## src/rtl/mul_rr_arbiter.sv

```systemverilog
// mul_rr_arbiter: round-robin sharing of one pipelined multiplier with tagged product return
module mul_rr_arbiter #(
  parameter int N_REQ   = 4,
  parameter int A_WIDTH = 16,
  parameter int B_WIDTH = 16,
  parameter int P_WIDTH = 16,
  parameter int MUL_LAT = 2
) (
  input  logic                       clk,
  input  logic                       rst,
  input  logic [N_REQ-1:0]           req_valid,
  input  logic [N_REQ*A_WIDTH-1:0]   req_a,
  input  logic [N_REQ*B_WIDTH-1:0]   req_b,
  output logic [N_REQ-1:0]           req_ready,
  output logic [A_WIDTH-1:0]         mul_a,
  output logic [B_WIDTH-1:0]         mul_b,
  input  logic [P_WIDTH-1:0]         mul_p,
  output logic [N_REQ-1:0]           rsp_valid,
  output logic [P_WIDTH-1:0]         rsp_p,
  output logic                       busy
);
  localparam int PW = $clog2(N_REQ);
  logic [PW-1:0]    rr_ptr, gidx;
  logic             hit, acc;
  logic [N_REQ-1:0] tag [MUL_LAT+1];
  function automatic logic [PW-1:0] wrap(input int s);
    return PW'(s >= N_REQ ? s - N_REQ : s);
  endfunction
  // first valid requester at or after rr_ptr wins; nothing is granted during reset
  always_comb begin
    req_ready = '0;
    gidx = '0;
    hit = 1'b0;
    for (int k = 0; k < N_REQ; k++) begin
      if (!rst && !hit && req_valid[wrap(int'(rr_ptr) + k)]) begin
        req_ready[wrap(int'(rr_ptr) + k)] = 1'b1;
        gidx = wrap(int'(rr_ptr) + k);
        hit = 1'b1;
      end
    end
  end
  assign acc = hit;
  // operand register, pointer advance and tag shift; idle cycles push zeros
  always_ff @(posedge clk) begin
    if (rst) begin
      rr_ptr <= '0;
      mul_a <= '0;
      mul_b <= '0;
      for (int k = 0; k <= MUL_LAT; k++) tag[k] <= '0;
    end else begin
      if (acc) rr_ptr <= (gidx == PW'(N_REQ - 1)) ? '0 : gidx + 1'b1;
      mul_a <= acc ? req_a[gidx*A_WIDTH +: A_WIDTH] : '0;
      mul_b <= acc ? req_b[gidx*B_WIDTH +: B_WIDTH] : '0;
      tag[0] <= req_ready;
      for (int k = 1; k <= MUL_LAT; k++) tag[k] <= tag[k-1];
    end
  end
  // any tag stage occupied means an operation is still in flight
  always_comb begin
    busy = 1'b0;
    for (int k = 0; k <= MUL_LAT; k++) busy = busy | (|tag[k]);
  end
  assign rsp_valid = tag[MUL_LAT];
  assign rsp_p = mul_p;
endmodule

```

## config.mk

```make
export PLATFORM = sky130hd
export DESIGN_NAME = mul_rr_arbiter
export DESIGN_NICKNAME = d
export VERILOG_FILES = /design/src/rtl/mul_rr_arbiter.sv
export SDC_FILE = /design/constraint.sdc
export NUM_CORES = 1
export LEC_CHECK = 0
export CAP_MARGIN = 0
export CORE_ASPECT_RATIO = 1.25
export CORE_MARGIN = 5
export CORE_UTILIZATION = 35
export DETAILED_ROUTE_END_ITERATION = 10
export PLACE_DENSITY = 0.82
export SETUP_SLACK_MARGIN = 0.4
export SLEW_MARGIN = 0
export SYNTH_ARGS = -nofsm -noshare
export SYNTH_HDL_FRONTEND = slang
export SYNTH_SLANG_ARGS = --single-unit
export TNS_END_PERCENT = 20
```

## constraint.sdc

```tcl
create_clock -name clk -period 3.27 [get_ports clk]
set_input_delay 0.4905 -clock clk [delete_from_list [all_inputs] [get_ports clk]]
set_output_delay 0.4905 -clock clk [all_outputs]
set_load 0.01 [all_outputs]
```

# ---- Word-level counts from Yosys, hierarchy flattened
# Memory sizes are Yosys's and may differ from the RTL's.
# Cells that the tools add are included.
dict set report word_totals {
  register_bits 34
  mem_bits_rw 12
  inputBits 150
  out_inout_bits 57
  elab_cells 94
  n_memories 1
}
dict set report op_classes {
  addsub 8
  magnitude_cmp 12
  eq_ne 1
  shift 2
  muxes 39
  bitwise_logic 9
  reduce_logical 19
}
# name depth word_bits rd rd_ports_with_merged_regs wr line_no
set mem_list {}
lappend mem_list {tag 3 4 3 0 3 25} ;# logic [N_REQ-1:0] tag [MUL_LAT+1];
# cell count
set op_table {}
lappend op_table {{64-bit by 7-bit indexed part select with 16-bit output} 2}
lappend op_table {{4-bit 2-to-1 mux} 7}
lappend op_table {{2-bit 2-to-1 mux} 9}
lappend op_table {{1-bit 2-to-1 mux} 15}
lappend op_table {{2-bit by 3-bit less-than comparator with 1-bit output (second input constant)} 4}
lappend op_table {{4-bit OR} 3}
lappend op_table {{4-bit OR reduction} 3}
lappend op_table {{1-bit logical AND} 11}
lappend op_table {{3-bit greater-or-equal comparator (second input constant)} 3}
lappend op_table {{1-bit binary-select mux with 2-bit select} 4}
lappend op_table {{1-bit demux with 2-bit select} 4}
lappend op_table {{2-bit by 1-bit greater-or-equal comparator with 1-bit output (second input constant)} 4}
lappend op_table {{2-bit by 1-bit subtractor with 2-bit output (second input constant)} 4}
lappend op_table {{2-bit by 2-bit adder with 3-bit output (second input constant)} 2}
lappend op_table {{1-bit OR} 5}
lappend op_table {{1-bit logical NOT} 4}
lappend op_table {{2-bit by 1-bit adder with 3-bit output (second input constant)} 1}
lappend op_table {{2-bit by 3-bit greater-or-equal comparator with 1-bit output (second input constant)} 1}
lappend op_table {{2-bit by 1-bit adder with 2-bit output (second input constant)} 1}
lappend op_table {{2-bit == test (second input constant)} 1}
lappend op_table {{2-bit OR reduction} 1}
lappend op_table {{1-bit inverter} 1}

# ---- Longest topological paths before layout
dict set report logic_depth {
  ltp_word 20
  ltp_mapped 12
  depth_no_buf 8
}

# ---- Least setup slack after synthesis
# OpenSTA, ideal clock, no wires.
dict set report synth_path {
  kind {reg-to-output}
  from {register rr_ptr[0]}
  to {output port req_ready[0]}
  arrival_time_ns 2.284
  required_time_ns 2.779
  path_slack_ns 0.495
  path_stages_with_launch 10
  path_buffers 1
  cell_sequence {dfxtp_1 > clkinv_1 > ha_1 > buf_6 > mux2i_1 > mux2_2 > or3b_4 > nor2_1 > a222oi_1 > nand2_1}
}
dict set report synth_via {
  elab_chain_len 18
  elab_cells_between_ends 63
  classes_between {add/sub (7); order compare (12); mux (27); bitwise (3); reduce/logical (14)}
}
# item line_no
set synth_lines {}
lappend synth_lines {{start, declared} 23} ;# logic [PW-1:0] rr_ptr, gidx;
lappend synth_lines {{start signal, assigned} 51} ;# if (acc) rr_ptr <= (gidx == PW'(N_REQ - 1)) ? '0 : gidx + 1'b1;
lappend synth_lines {{branches (longest 17 deep; another with 2-bit by 1-bit adder with 3-bit output)} n/a}
lappend synth_lines {{4-bit 2-to-1 mux (*)} 35} ;# if (!rst && !hit && req_valid[wrap(int'(rr_ptr) + k)]) begin
lappend synth_lines {{end, declared} 14} ;# output logic [N_REQ-1:0] req_ready,
# Every way passes the cells marked *. The select of a mux whose other input is x is not followed.

# ---- Worst setup path in the final report
# Same ends and word-level chain as after synthesis.

==> results.md <==
| Item | Reported | Unit |
|:---|:---|:---|
| Worst setup margin | 0.3913 | ns |
| Per-cell via count in the routed design | 5.132 | - |
| Critical Path RT | 2.78 | ns |
| Number of global-route vias before repair | 2,736 | - |
| CTS tree | built | - |
| Number of fill cells in the layout | 698 | - |
| Buffers on Ports | 174 | - |
| Post-detailed-placement half-perimeter wirelength | 7774 | µm |
| Num ports | 207 | - |
| Final ANT Viol Nets | 0 | - |
| Maximum number of buffers from clock root to sink | 2 | - |
| Max Cap Violations | 0 | - |
| Leakage component of the power | 1.781 | nW |
| YS warnings | 0 | - |
| Cells after Synth | 262 | - |
| Post-synth EDFFs | 0 | - |
| Final-report hold violation count | 0 | - |
| Yosys reg bits | 46 | - |
| P_int | 0.001708 | W |
| Area of the multi-input gates | 0.001609 | mm² |
| Number of sinks driven by the clock tree | 46 | - |
| Htree depth | 2 | - |
| Comb pwr share | 57.4 | % |
| Initial Utilization | 35.80 | % |
| Async set or reset register ratio after synthesis | 0 | % |
| Cell at the root of the clock tree | sky130_fd_sc_hd__clkbuf_8 | - |
| Overflow left after global routing | 0 | - |
| Fin crit period | 2.879 | ns |
| Worst path arrival time | 2.39 | ns |
| Setup repair after global routing missed its margin | yes | - |
| Core outline area | 0.007747 | mm² |
| Initial antenna violation count | 0 | - |
| Sequential cell area fraction in the yosys report | 33.20 | % |
| Crit path kind | reg2out | - |
| Ant diodes | 0 | - |
| Clock network power share | 13.8 | % |
| Most frequent cell after synthesis | sky130_fd_sc_hd__mux2i_1 | - |
| Endpoints failing setup | 0 | - |
| Smallest hold slack | 0.4671 | ns |
| Number of design rule violations left after detail routing | 0 | - |
| Post-Syn Area | 0.002774 | mm² |
| Row count | 36 | - |
| Worst Tran Pin Value | 1.140 | ns |
| Largest fanout on the critical path | 4 | - |
| Inserted Clock Buffers | 5 | - |
| Cell with the largest stage delay on the worst path | sky130_fd_sc_hd__a222oi_1 | - |
| Register area | 923.4 | µm² |
| DIE AREA | 0.009817 | mm² |
| Synth cell count leaders | sky130_fd_sc_hd__mux2i_1 (70), sky130_fd_sc_hd__dfxtp_1 (46), sky130_fd_sc_hd__buf_4 (20), sky130_fd_sc_hd__o22ai_2 (18), sky130_fd_sc_hd__nand2_1 (16) | - |
| Clk_skew | 0.007075 | ns |
| Net switching power | 0.0008934 | W |
| Syn avg cell area | 10.59 | µm² |
| Average wire per cell in the routed design | 18.29 | µm |
| Power consumption | 0.002602 | W |
| Cell Pwr Density | 557.9 | mW/mm² |
| Switching Share | 34.34 | % |
| Final design utilization | 60.19 | % |
| Largest net degree at the start of global routing | 35 | - |
| Final nets | 579 | - |
| DRC marker count from the first detailed-route iteration | 112 | - |
| Longest individual stage delay on the worst path | 0.40 | ns |
| Number of standard cells in the final layout excluding fillers | 521 | - |
| Relative area change from synthesis to final layout | 68.11 | % |
| Global router's overall resource usage | 18.12 | % |
| Vias | 2,674 | - |
| Most area-consuming cells after synthesis | sky130_fd_sc_hd__dfxtp_1 (33%), sky130_fd_sc_hd__mux2i_1 (25%), sky130_fd_sc_hd__o22ai_2 (8.1%), sky130_fd_sc_hd__buf_4 (5.4%), sky130_fd_sc_hd__o22ai_1 (3.2%) | - |
| Die span in x | 89.63 | µm |
| Critical Path Source Type | register | - |
| Critical Path End Type | primary output | - |
| Synth top area share | 33.20 | % |
| Worst-case headroom to the max-slew limit | 23.88 | % |
| Worst skew pair latency | 0.29 | ns |
| Clock Pin Slew Worst Setup and Hold Paths | 0.09 | ns |
| Share of layout cells above drive strength 1 | 16.20 | % |
| Die Ht | 109.5 | µm |
| Cts hold-fix bufs | 0 | - |
| Status | finished clean | - |
| Flop pwr share | 28.8 | % |
| Max Fclk | 0.3474 | GHz |
| Place WS | -0.09845 | ns |
| Crit share post-route | 88.03 | % |
| Ordered list of cells on the worst path | inv_4, ha_4, mux2i_4, mux2_4, or3b_4, nor2_4, a222oi_1, nand2_1, buf_2 | - |
| Cell total after placement | 509 | - |
| Number of nets in the synthesized netlist | 416 | - |
| Max-slew violation count | 0 | - |
| Cell taking the most area after synthesis | sky130_fd_sc_hd__dfxtp_1 | - |
| Worst VDD drop | 0.2714 | mV |
| Class of the most critical hold timing path | reg2reg | - |
| Total iterations of the first detailed-routing run | 5 | - |
| Global-route wire length before repair | 13,480 | µm |
| Flip-flop cell with the highest count after synthesis | sky130_fd_sc_hd__dfxtp_1 | - |
| Count of cell types in the netlist | 39 | - |
| Final routed wirelength across all metal layers | 9528 | µm |
| RD Place Congestion | 0.8584 | - |
[final cells by class]
class                      instances  share of cell area [%]
clock buffer                       7                   1.851
inverter                           4                  0.3756
tap                               95                   2.549
clock inverter                     1                  0.1073
sequential                        46                   19.80
timing repair buffer             194                   40.81
multi-input combinational        174                   34.50
[repair_timing]
item                       4_1_cts  5_1_grt
setup endpoints to repair       17       29
buffers inserted                 1        2
hold endpoints to repair         0        0
gates resized for setup         28        8
pin swaps                        4        7
cloned                           1        0
[cell families (layout without fill, tap and decap cells)]
group	after synthesis	count (layout)	share of synthesized area, %
adders and majority gates	4	4	1.804
muxes	74	74	27.69
AOI/OAI and AO/OA	50	51	16.51
buffers and inverters	43	206	12.13
and+or+nand+nor	45	45	8.660
DFF	46	46	33.20
[per-stage QoR]
step / TNS, ns / instance area [µm²]
final: 0 / 4663
after global routing: 0 / 4663
after global placement: 0 / 4494
after CTS: 0 / 4621
after floorplan: 0 / 2774
after detailed placement: -0.3312 / 4494
[registers in the layout, indices dropped and copies added (netlist names)]
signal and flops:
mul_a 16, mul_b 16, tag 12, rr_ptr 2
[cell usage in the layout, fill, tap and decap left out, types with 2 or more instances in the layout]
cell,Yosys,final
sky130_fd_sc_hd__nor4_1,3,3
sky130_fd_sc_hd__nand2_2,0,2
sky130_fd_sc_hd__nor2b_1,9,9
sky130_fd_sc_hd__nand2_1,16,14
sky130_fd_sc_hd__dfxtp_2,0,2
sky130_fd_sc_hd__a21oi_1,4,4
sky130_fd_sc_hd__buf_12,3,2
sky130_fd_sc_hd__a222oi_1,4,4
sky130_fd_sc_hd__buf_2,5,4
sky130_fd_sc_hd__nand2b_1,2,2
sky130_fd_sc_hd__clkbuf_8,0,6
sky130_fd_sc_hd__dlymetal6s2s_1,0,3
sky130_fd_sc_hd__o21ai_4,1,2
sky130_fd_sc_hd__inv_1,3,2
sky130_fd_sc_hd__buf_4,20,18
sky130_fd_sc_hd__clkdlybuf4s50_1,0,166
sky130_fd_sc_hd__nor2_1,4,3
sky130_fd_sc_hd__dfxtp_1,46,44
sky130_fd_sc_hd__mux4_2,2,2
sky130_fd_sc_hd__o22ai_1,14,14
sky130_fd_sc_hd__nor3b_1,2,2
sky130_fd_sc_hd__mux2i_1,70,69
sky130_fd_sc_hd__ha_1,4,3
sky130_fd_sc_hd__o22ai_2,18,18
sky130_fd_sc_hd__a221oi_1,3,3
[power groups by stage]
| stage | registers [W] | logic, W | clock network, W |
|---|---|---|---|
| floorplan | 0.000823 | 0.000837 | 0 |
| global placement | 0.000758 | 0.00143 | 0 |
| detailed placement | 0.000764 | 0.00145 | 0 |
| CTS | 0.000752 | 0.00149 | 0.000369 |
| global route | 0.000765 | 0.00160 | 0.000388 |
| finish | 0.000750 | 0.00149 | 0.000358 |
[critical path: cells and delay by family (launching register included)]
kind                       cells  cell delay [ns]
muxes                          2             0.46
and+or+nand+nor                3             0.41
AOI/OAI and AO/OA              1             0.40
DFF                            1             0.36
adders and majority gates      1             0.26
buffers and inverters          2             0.19
[final timing paths]
kind	from	cells after the start	end	slack [ns]
worst min register to register	tag[0][4]	1	tag[0][8]	0.47
worst max-delay path	rr_ptr[0]	9	req_ready[0]	0.39
worst max register to register	rr_ptr[0]	10	mul_a[3]	0.56
worst min-delay path	tag[0][4]	1	tag[0][8]	0.47
[per-layer routing]
layer  GRT usage [%]  vias up  wire, µm
met2           33.63      141      5132
met1           16.77     1242      2922
met3           9.745       14      1301
met4           5.000        0       171
li1                -     1277         -
met5               0        -         0
No activity file was read; power rests on OpenSTA's default activity.
